## config.mk

```make
export PLATFORM = sky130hd
export DESIGN_NAME = pixel_type_gen
export DESIGN_NICKNAME = d
export VERILOG_FILES = /design/src/rtl/score_pkg.sv /design/src/rtl/raster_counter.sv /design/src/rtl/pixel_type_gen.sv
export SDC_FILE = /design/constraint.sdc
export NUM_CORES = 1
export LEC_CHECK = 0
export ABC_AREA = 1
export CELL_PAD_IN_SITES_DETAIL_PLACEMENT = 1
export CELL_PAD_IN_SITES_GLOBAL_PLACEMENT = 2
export CORE_ASPECT_RATIO = 1.4
export CORE_UTILIZATION = 37
export DETAILED_ROUTE_END_ITERATION = 6
export HOLD_SLACK_MARGIN = 0.06
export PLACE_DENSITY = 0.87
export SLEW_MARGIN = 20
export SYNTH_ARGS = -nofsm -noshare
export SYNTH_HDL_FRONTEND = slang
export SYNTH_SLANG_ARGS = --single-unit
```

## constraint.sdc

```tcl
create_clock -name clk -period 5.75 [get_ports clk]
set_input_delay 0.575 -clock clk [delete_from_list [all_inputs] [get_ports clk]]
set_output_delay 0.575 -clock clk [all_outputs]
set_load 0.05 [all_outputs]
```

## src/rtl/score_pkg.sv

```systemverilog
// rtl/score_pkg.sv - shared encodings, staff/note geometry and raster timing defaults
package score_pkg;

    typedef enum logic [1:0] {
        PT_NOTE  = 2'b00,
        PT_STAFF = 2'b01,
        PT_TEXT  = 2'b10,
        PT_BG    = 2'b11
    } pixel_type_t;

    typedef enum logic [1:0] {
        INSTR_VIOLIN   = 2'b00,
        INSTR_PIANO    = 2'b01,
        INSTR_ELECTRIC = 2'b10,
        INSTR_DEFAULT  = 2'b11
    } instr_t;

    typedef struct packed {
        logic       valid;
        logic [3:0] pitch;
        instr_t     instr;
    } note_slot_t;

    localparam int H_ACTIVE_DEF = 640;
    localparam int H_TOTAL_DEF  = 800;
    localparam int V_ACTIVE_DEF = 480;
    localparam int V_TOTAL_DEF  = 525;
    localparam int COL_W_DEF    = 40;

    localparam int NUM_SLOTS = 16;

    // Note head: 8 px wide inside its column, 8 rows tall around a pitch-dependent centre
    localparam logic [9:0]  NOTE_X_LO    = 10'd16;
    localparam logic [9:0]  NOTE_X_HI    = 10'd23;
    localparam logic [10:0] NOTE_BASE_Y  = 11'd272;
    localparam logic [10:0] NOTE_HALF_UP = 11'd4;
    localparam logic [10:0] NOTE_HALF_DN = 11'd3;

    localparam logic [9:0] TEXT_Y_LO = 10'd16;
    localparam logic [9:0] TEXT_Y_HI = 10'd31;

    localparam logic [9:0] STAFF_ROW_0 = 10'd200;
    localparam logic [9:0] STAFF_ROW_1 = 10'd216;
    localparam logic [9:0] STAFF_ROW_2 = 10'd232;
    localparam logic [9:0] STAFF_ROW_3 = 10'd248;
    localparam logic [9:0] STAFF_ROW_4 = 10'd264;

    function automatic logic is_staff_row(input logic [9:0] y);
        return (y == STAFF_ROW_0) || (y == STAFF_ROW_1) || (y == STAFF_ROW_2) ||
               (y == STAFF_ROW_3) || (y == STAFF_ROW_4);
    endfunction

endpackage

```

## src/rtl/raster_counter.sv

```systemverilog
// rtl/raster_counter.sv - pixel-enable driven h/v raster counters with blanking and frame wrap
module raster_counter #(
    parameter int H_ACTIVE = 640,
    parameter int H_TOTAL  = 800,
    parameter int V_ACTIVE = 480,
    parameter int V_TOTAL  = 525
) (
    input  logic       clk,
    input  logic       rst,
    input  logic       pixel_ce,
    output logic [9:0] h,
    output logic [9:0] v,
    output logic       blank,
    output logic       frame_wrap
);

    localparam logic [9:0] H_LAST = 10'(H_TOTAL - 1);
    localparam logic [9:0] V_LAST = 10'(V_TOTAL - 1);
    localparam logic [9:0] H_ACT  = 10'(H_ACTIVE);
    localparam logic [9:0] V_ACT  = 10'(V_ACTIVE);

    always_ff @(posedge clk or posedge rst) begin
        if (rst) begin
            h <= '0;
            v <= '0;
        end else if (pixel_ce) begin
            if (h == H_LAST) begin
                h <= '0;
                v <= (v == V_LAST) ? '0 : v + 10'd1;
            end else begin
                h <= h + 10'd1;
            end
        end
    end

    assign blank      = (h >= H_ACT) || (v >= V_ACT);
    // High on the enable cycle whose edge moves the raster to (0,0)
    assign frame_wrap = pixel_ce && (h == H_LAST) && (v == V_LAST);

endmodule

```

## src/rtl/pixel_type_gen.sv

```systemverilog
// rtl/pixel_type_gen.sv - classifies each raster pixel as note/staff/text/background from a circular note buffer
module pixel_type_gen
    import score_pkg::*;
#(
    parameter int H_ACTIVE = H_ACTIVE_DEF,
    parameter int H_TOTAL  = H_TOTAL_DEF,
    parameter int V_ACTIVE = V_ACTIVE_DEF,
    parameter int V_TOTAL  = V_TOTAL_DEF,
    parameter int COL_W    = COL_W_DEF
) (
    input  logic       clk,
    input  logic       rst,
    input  logic       pixel_ce,
    input  logic       note_valid,
    output logic       note_ready,
    input  logic [3:0] note_pitch,
    input  logic [1:0] note_instr,
    output logic [9:0] x_out,
    output logic [9:0] y_out,
    output logic       active,
    output logic       frame_start,
    output logic [1:0] pixel_type,
    output logic [1:0] instrument_type
);

    localparam logic [9:0] V_ACT = 10'(V_ACTIVE);
    localparam logic [9:0] COLW  = 10'(COL_W);

    logic [9:0] h, v;
    logic       blank, frame_wrap;

    raster_counter #(
        .H_ACTIVE (H_ACTIVE),
        .H_TOTAL  (H_TOTAL),
        .V_ACTIVE (V_ACTIVE),
        .V_TOTAL  (V_TOTAL)
    ) u_raster (
        .clk        (clk),
        .rst        (rst),
        .pixel_ce   (pixel_ce),
        .h          (h),
        .v          (v),
        .blank      (blank),
        .frame_wrap (frame_wrap)
    );

    note_slot_t slots [NUM_SLOTS];
    logic [3:0] wr_ptr, base;
    logic [4:0] count;
    logic       wr_en;
    logic [3:0] wr_ptr_nxt;
    logic [4:0] count_nxt;

    assign note_ready = (v >= V_ACT) && !rst;
    assign wr_en      = note_valid && note_ready;
    assign wr_ptr_nxt = wr_en ? wr_ptr + 4'd1 : wr_ptr;
    assign count_nxt  = (wr_en && count != 5'd16) ? count + 5'd1 : count;

    always_ff @(posedge clk or posedge rst) begin
        if (rst) begin
            wr_ptr <= '0;
            count  <= '0;
            base   <= '0;
            for (int i = 0; i < NUM_SLOTS; i++) begin
                slots[i] <= '0;
            end
        end else begin
            if (wr_en) begin
                slots[wr_ptr] <= '{valid: 1'b1, pitch: note_pitch, instr: instr_t'(note_instr)};
            end
            wr_ptr <= wr_ptr_nxt;
            count  <= count_nxt;
            // Once full, column 0 shows the oldest note, which is the slot about to be overwritten
            if (frame_wrap) begin
                base <= (count_nxt == 5'd16) ? wr_ptr_nxt : 4'd0;
            end
        end
    end

    logic [9:0]  col_full, x_in_col;
    logic [3:0]  slot_idx;
    note_slot_t  slot;
    logic [10:0] ctr, y_ext;
    logic        eligible, is_note, is_staff, is_text;
    pixel_type_t cls;

    always_comb begin
        col_full = h / COLW;
        x_in_col = h % COLW;
        slot_idx = base + col_full[3:0];
        slot     = slots[slot_idx];
        eligible = (col_full < {5'd0, count}) && slot.valid;
        ctr      = NOTE_BASE_Y - {4'd0, slot.pitch, 3'd0};
        y_ext    = {1'b0, v};
        is_note  = eligible && (x_in_col >= NOTE_X_LO) && (x_in_col <= NOTE_X_HI) &&
                   (y_ext + NOTE_HALF_UP >= ctr) && (y_ext <= ctr + NOTE_HALF_DN);
        is_staff = is_staff_row(v);
        is_text  = (v >= TEXT_Y_LO) && (v <= TEXT_Y_HI) && (h < {1'b0, count, 4'd0});
        cls      = PT_BG;
        if (is_note)       cls = PT_NOTE;
        else if (is_staff) cls = PT_STAFF;
        else if (is_text)  cls = PT_TEXT;
    end

    always_ff @(posedge clk or posedge rst) begin
        if (rst) begin
            x_out           <= '0;
            y_out           <= '0;
            active          <= 1'b0;
            frame_start     <= 1'b0;
            pixel_type      <= PT_BG;
            instrument_type <= INSTR_DEFAULT;
        end else begin
            frame_start <= pixel_ce && (h == 10'd0) && (v == 10'd0);
            if (pixel_ce) begin
                x_out           <= h;
                y_out           <= v;
                active          <= !blank;
                pixel_type      <= blank ? PT_BG : cls;
                instrument_type <= (!blank && is_note) ? slot.instr : INSTR_DEFAULT;
            end
        end
    end

endmodule
```

==> results of run 1 <==
timing repair:
action                                  in CTS  in global routing
endpoints found under the setup margin       0                  4
gates resized for setup                      0                 53
setup buffers                                0                 22
hold endpoints to repair                     0                  0
tightest hold or removal path, stage by stage (launching register included):
cell,delay [ns]
dfrtp_1,0.32
inv_1,0.05
nand2_1,0.05
sequential cells by signal, indices dropped and copies added, names as in the netlist:
signal and count:
base 4, count 5, y_out 10, instrument_type 2, pixel_type 2, slots 112
u_raster.h 10, frame_start 1, x_out 10, wr_ptr 4, u_raster.v 10, active 1
logic make-up (layout without fill, tap and decap cells):
family / after synthesis / in the layout
DFF: 171 / 171
and+or+nand+nor: 516 / 516
xor gates and xnor gates: 16 / 16
adders and majority gates: 36 / 36
buffers and inverters: 165 / 227
AOI/OAI and AO/OA: 211 / 211
routing by layer:
metal,global-route usage,vias to the layer above
li1,-,3720
met1,0.265,3829
met2,0.398,133
met3,0.0274,42
met4,0.107,0
met5,0,-
cell usage after synthesis, types with 3 or more instances:
cell,count
nand3_1,76
nor2_2,4
nor2_1,61
dfstp_2,4
clkinv_1,3
nor4_1,7
a21oi_1,37
buf_1,4
xor2_1,13
o21ai_0,138
nand3b_1,3
nor3_1,9
nand2_4,7
nand2_1,312
clkbuf_1,35
nand3_2,6
dfrtp_1,167
buf_2,9
inv_1,104
a31oi_1,3
nand4_1,8
a221oi_1,4
nand2_2,15
or2_2,3
o31ai_1,5
ha_1,35
a221o_1,4
inv_2,6
layout make-up:
type,instances,area share
clock buffer,22,0.0438
clock inverter,10,0.0129
tap,310,0.0358
sequential,171,0.396
inverter,114,0.0408
multi-input combinational,779,0.395
timing repair buffer,81,0.0756
path summary, 6_finish.rpt:
path / startpoint / endpoint / slack, ns
worst max-delay path: u_raster.h[8]$_DFFE_PP0P_ / pixel_type[0]$_DFFE_PP1P_ / 0.23
worst min-delay path: slots[90]$_DFFE_PP0P_ / slots[90]$_DFFE_PP0P_ / 0.46
worst max register to register: u_raster.h[8]$_DFFE_PP0P_ / pixel_type[0]$_DFFE_PP1P_ / 0.23
worst min register to register: slots[90]$_DFFE_PP0P_ / slots[90]$_DFFE_PP0P_ / 0.46
max in group asynchronous: rst / u_raster.h[9]$_DFFE_PP0P_ / 3.91
min in group asynchronous: rst / base[0]$_DFFE_PP0P_ / 0.67
per-stage QoR:
step | area, µm² | setup TNS [ns]
4_1_cts | 10300 | 0
2_1_floorplan | 9000 | 0
5_1_grt | 10800 | -0.439
3_3_place_gp | 9710 | 0
3_5_place_dp | 9710 | 0
6_report | 10800 | 0
==> results.yml, run 1 <==
outcome:
  outcome: "complete, no violations"
logic_synthesis:
  synth_top_area_frac: 0.464
  yosys.area_share.simple: 0.253
  ys_seq_area_frac: 0.476
  synth_top_family_by_area: "simple AND/OR/NAND/NOR gates"
  async_reset_ff_frac: 1.00
  syn_nets: 1161
  synthTopCellsByArea: "dfrtp_1 46%, nand2_1 13%, o21ai_0 7.7%"
  synth_edf_count: 0
  synthesis.area_um2: 9000
  ys_types: 53
  yosysWarningCount: 0
  synth_compound_area_frac: 0.131
  avgSynthCellArea_um2: 8.07
  muxShareOfSynthArea: 0
  synth.largest_area_cell: "dfrtp_1"
  synthAdderAreaFrac: 0.0509
  synthCells: 1115
  yosys_most_used_dff: "dfrtp_1"
  ys_seq_elements: 171
  synth_xor_area_frac: 0.0164
detailed_routing:
  highest_layer: "met4"
  wl_met3_um: 702
  vias: 7724
  viasPerCell: 5.19
  drt_iter0_drc: 456
  met1_length_um: 11100
  routed_wl_um: 27400
  ant_nets: 0
  post_drt_wl_per_cell_um: 18.4
  wl_met2_um: 14800
  drc: 0
  firstDrtPassIters: 5
timing:
  maxSlewHeadroom: 0.411
  fin_crit_sh: 0.961
  drv_slew: 0
  hold_violations: 0
  tightest_slew_ns: 0.878
  rsz0062_at_grt: "true"
  fin_hold_ws_ns: 0.456
  worst_slack_ns: 0.227
  fmax_ghz: 0.181
  post-route-min-period_ns: 5.52
  skew_ns: 0.00998
  finalSetupViolations: 0
setup_path:
  crit_path_max_fanout: 8
  worstPathArrival_ns: 5.89
  slowest_stage: "fa_2"
  path_common_cell: "nand2_4"
  rr_worst_depth: 39
  cp-start-kind: "flop"
  path_class: "reg -> reg"
  required_ns: 6.11
  cp.depth: 39
  critPathMaxStageDelay_ns: 0.65
  end_kind: "flop"
  critPathTopFamily: "simple AND/OR/NAND/NOR gates"
  cp_num_buf_inv: 3
grt:
  track_usage: 0.224
  overflow: 0
  grt_max_degree: 86
  grt_antenna_before_repair: 0
  first_global_vias: 8041
  grt_pass1_wl_um: 43300
floorplanning:
  die_area_um2: 25000
  start_util: 0.377
  design.core.area_um2: 23900
  die_y_um: 187
  rows: 67
  io_pins: 37
  die_x_um: 134
cts:
  numCtsBuffers: 17
  path_clk_slew_ns: 0.07
  cts_num_sinks: 171
  cts_root_buffer: "clkbuf_16"
  hold_buffers: 0
  cts_tree: "built"
  clock_path_buffers: 2
  clock_latency_ns: 0.44
  htreeDepth: 4
hold_path:
  min_path_type: "reg -> reg"
  min_path_cells: 2
cells_and_area:
  final_cells: 1487
  layout_common_cells: "305 x nand2_1, 164 x dfrtp_1, 135 x o21ai_0"
  mostFrequentLayoutCell: "nand2_1"
  nets: 1210
  area_delta_synth_final_pct: 20.3
  multi_input_area_um2: 4280
  diodes: 0
  seq_area_um2: 4290
  fill_cells: 2871
  drive_gt1_frac: 0.137
  utilization: 0.453
run:
  drv_cap: 0
placed_design:
  io_buffers: 36
  pre_cts_ws_ns: 0.122
  place_inst: 1429
  gp_congestion: 0.851
  hpwl_um: 18400
Power of run 1 is left out: the tool's default activity adds up to more than one toggle a clock period on the data nets, which glitch-free logic cannot reach.
==> run 2, diff against run 1 <==
MAX_ROUTING_LAYER = met4   (was default)
==> results.yml, run 2 (same netlist as run 1, synthesis figures left out) <==
outcome:
  outcome: "complete, no violations"
cells_and_area:
  top_register: "slots"
  nets: 1210
  diodes: 0
  mostFrequentLayoutCell: "nand2_1"
  largest_reg_flops: 112
  drive_gt1_frac: 0.137
  layout_common_cells: "305 x nand2_1, 164 x dfrtp_1, 135 x o21ai_0"
  area_delta_synth_final_pct: 20.3
  final_cells: 1487
timing:
  tightest_slew_ns: 0.883
  skew_ns: 0.0130
  hold_violations: 0
  maxSlewHeadroom: 0.408
  rsz0062_at_grt: "true"
  drv_slew: 0
  fmax_ghz: 0.181
  fin_crit_sh: 0.960
  finalSetupViolations: 0
  post-route-min-period_ns: 5.52
detailed_routing:
  post_drt_wl_per_cell_um: 18.5
  vias: 7745
  drt_iter0_drc: 408
  firstDrtPassIters: 5
  routed_wl_um: 27500
  drc: 0
  ant_nets: 0
  viasPerCell: 5.21
grt:
  use_met2: 0.398
  gr-usage-met3: 0.0274
  top_usage_layer: "met2"
  track_usage: 0.231
  grt_antenna_before_repair: 0
  grt_use_met1: 0.266
  grt_pass1_wl_um: 43400
  grt_max_degree: 86
  overflow: 0
  first_global_vias: 8045
floorplanning:
  rows: 67
  die_x_um: 134
  die_y_um: 187
  design.core.area_um2: 23900
  die_area_um2: 25000
  start_util: 0.377
  io_pins: 37
setup_path:
  worstPathArrival_ns: 5.90
  cp-start-kind: "flop"
  path_class: "reg -> reg"
  critPathMaxStageDelay_ns: 0.65
  required_ns: 6.13
  r2r-end: "pixel_type[0]$_DFFE_PP1P_"
  slowest_stage: "fa_2"
  crit_path_max_fanout: 8
  path_common_cell: "nand2_4"
  rr_worst_depth: 39
  rr_startpoint: "u_raster.h[8]$_DFFE_PP0P_"
  ff2ff_setup_slack_ns: 0.23
  end_kind: "flop"
placed_design:
  hpwl_um: 18400
  place_inst: 1429
  io_buffers: 36
  gp_congestion: 0.864
run:
  drv_cap: 0
cts:
  cts_tree: "built"
  clock_path_buffers: 2
  path_clk_slew_ns: 0.07
  numCtsBuffers: 17
  cts_num_sinks: 171
  cts_root_buffer: "clkbuf_16"
  clock_latency_ns: 0.45
  htreeDepth: 4
hold_path:
  min_path_type: "reg -> reg"
  worstHoldEndpoint: "slots[90]$_DFFE_PP0P_"
  min_from: "slots[90]$_DFFE_PP0P_"
  min_path_cells: 2
-- run 2: worst max-delay path by stage --
| stage | endpoint | slack (ns) | depth (start not counted) | start |
|---|---|---|---|---|
| 2_1_floorplan | active$_DFFE_PP0P_ | 0.55 | 1 | rst |
| 3_3_place_gp | pixel_type[0]$_DFFE_PP1P_ | 0.28 | 40 | u_raster.h[7]$_DFFE_PP0P_ |
| 3_5_place_dp | pixel_type[0]$_DFFE_PP1P_ | 0.12 | 40 | u_raster.h[7]$_DFFE_PP0P_ |
| 4_1_cts | pixel_type[0]$_DFFE_PP1P_ | 0.07 | 41 | u_raster.h[7]$_DFFE_PP0P_ |
| 5_1_grt | instrument_type[0]$_DFFE_PP1P_ | -0.15 | 42 | u_raster.h[8]$_DFFE_PP0P_ |
| 6_report | pixel_type[0]$_DFFE_PP1P_ | 0.23 | 39 | u_raster.h[8]$_DFFE_PP0P_ |
-- run 2: layout make-up --
class	count	area (µm²)
timing repair buffer	81	818
clock inverter	10	140
fill	2869	13100
inverter	114	442
tap	310	388
clock buffer	22	474
sequential	171	4290
multi-input combinational	779	4280
-- run 2: per-layer routing --
layer | share of wire | routed length (µm)
met3 | 0.024 | 667
met2 | 0.54 | 14800
met5 | 0 | 0
met1 | 0.41 | 11300
met4 | 0.029 | 790
-- run 2: critical path, delay by kind of cell, from the launching register on --
family / cells / cell delay, ns
and+or+nand+nor: 30 / 3.09
buffers and inverters: 3 / 0.31
AOI/OAI and AO/OA: 1 / 0.19
xor gates and xnor gates: 1 / 0.08
DFF: 1 / 0.47
adders and majority gates: 4 / 1.30
-- run 2: metrics by stage --
step | util | hold slack, ns | setup TNS (ns) | setup WS, ns | instance area [µm²]
after floorplan | - | 0.423 | 0 | 0.550 | 9000
final | 0.453 | 0.455 | 0 | 0.231 | 10800
after CTS | 0.432 | 0.457 | 0 | 0.0740 | 10300
after detailed placement | 0.406 | 0.441 | 0 | 0.122 | 9710
after global routing | 0.453 | 0.479 | -0.443 | -0.149 | 10800
after global placement | 0.406 | 0.431 | 0 | 0.283 | 9710
-- run 2: timing repair --
item | in CTS | in global routing
hold buffers | 0 | 0
setup endpoints to repair | 0 | 4
hold endpoints to repair | 0 | 0
setup buffers | 0 | 22
resized for setup | 0 | 53
Power of run 2 is left out for the same reason.
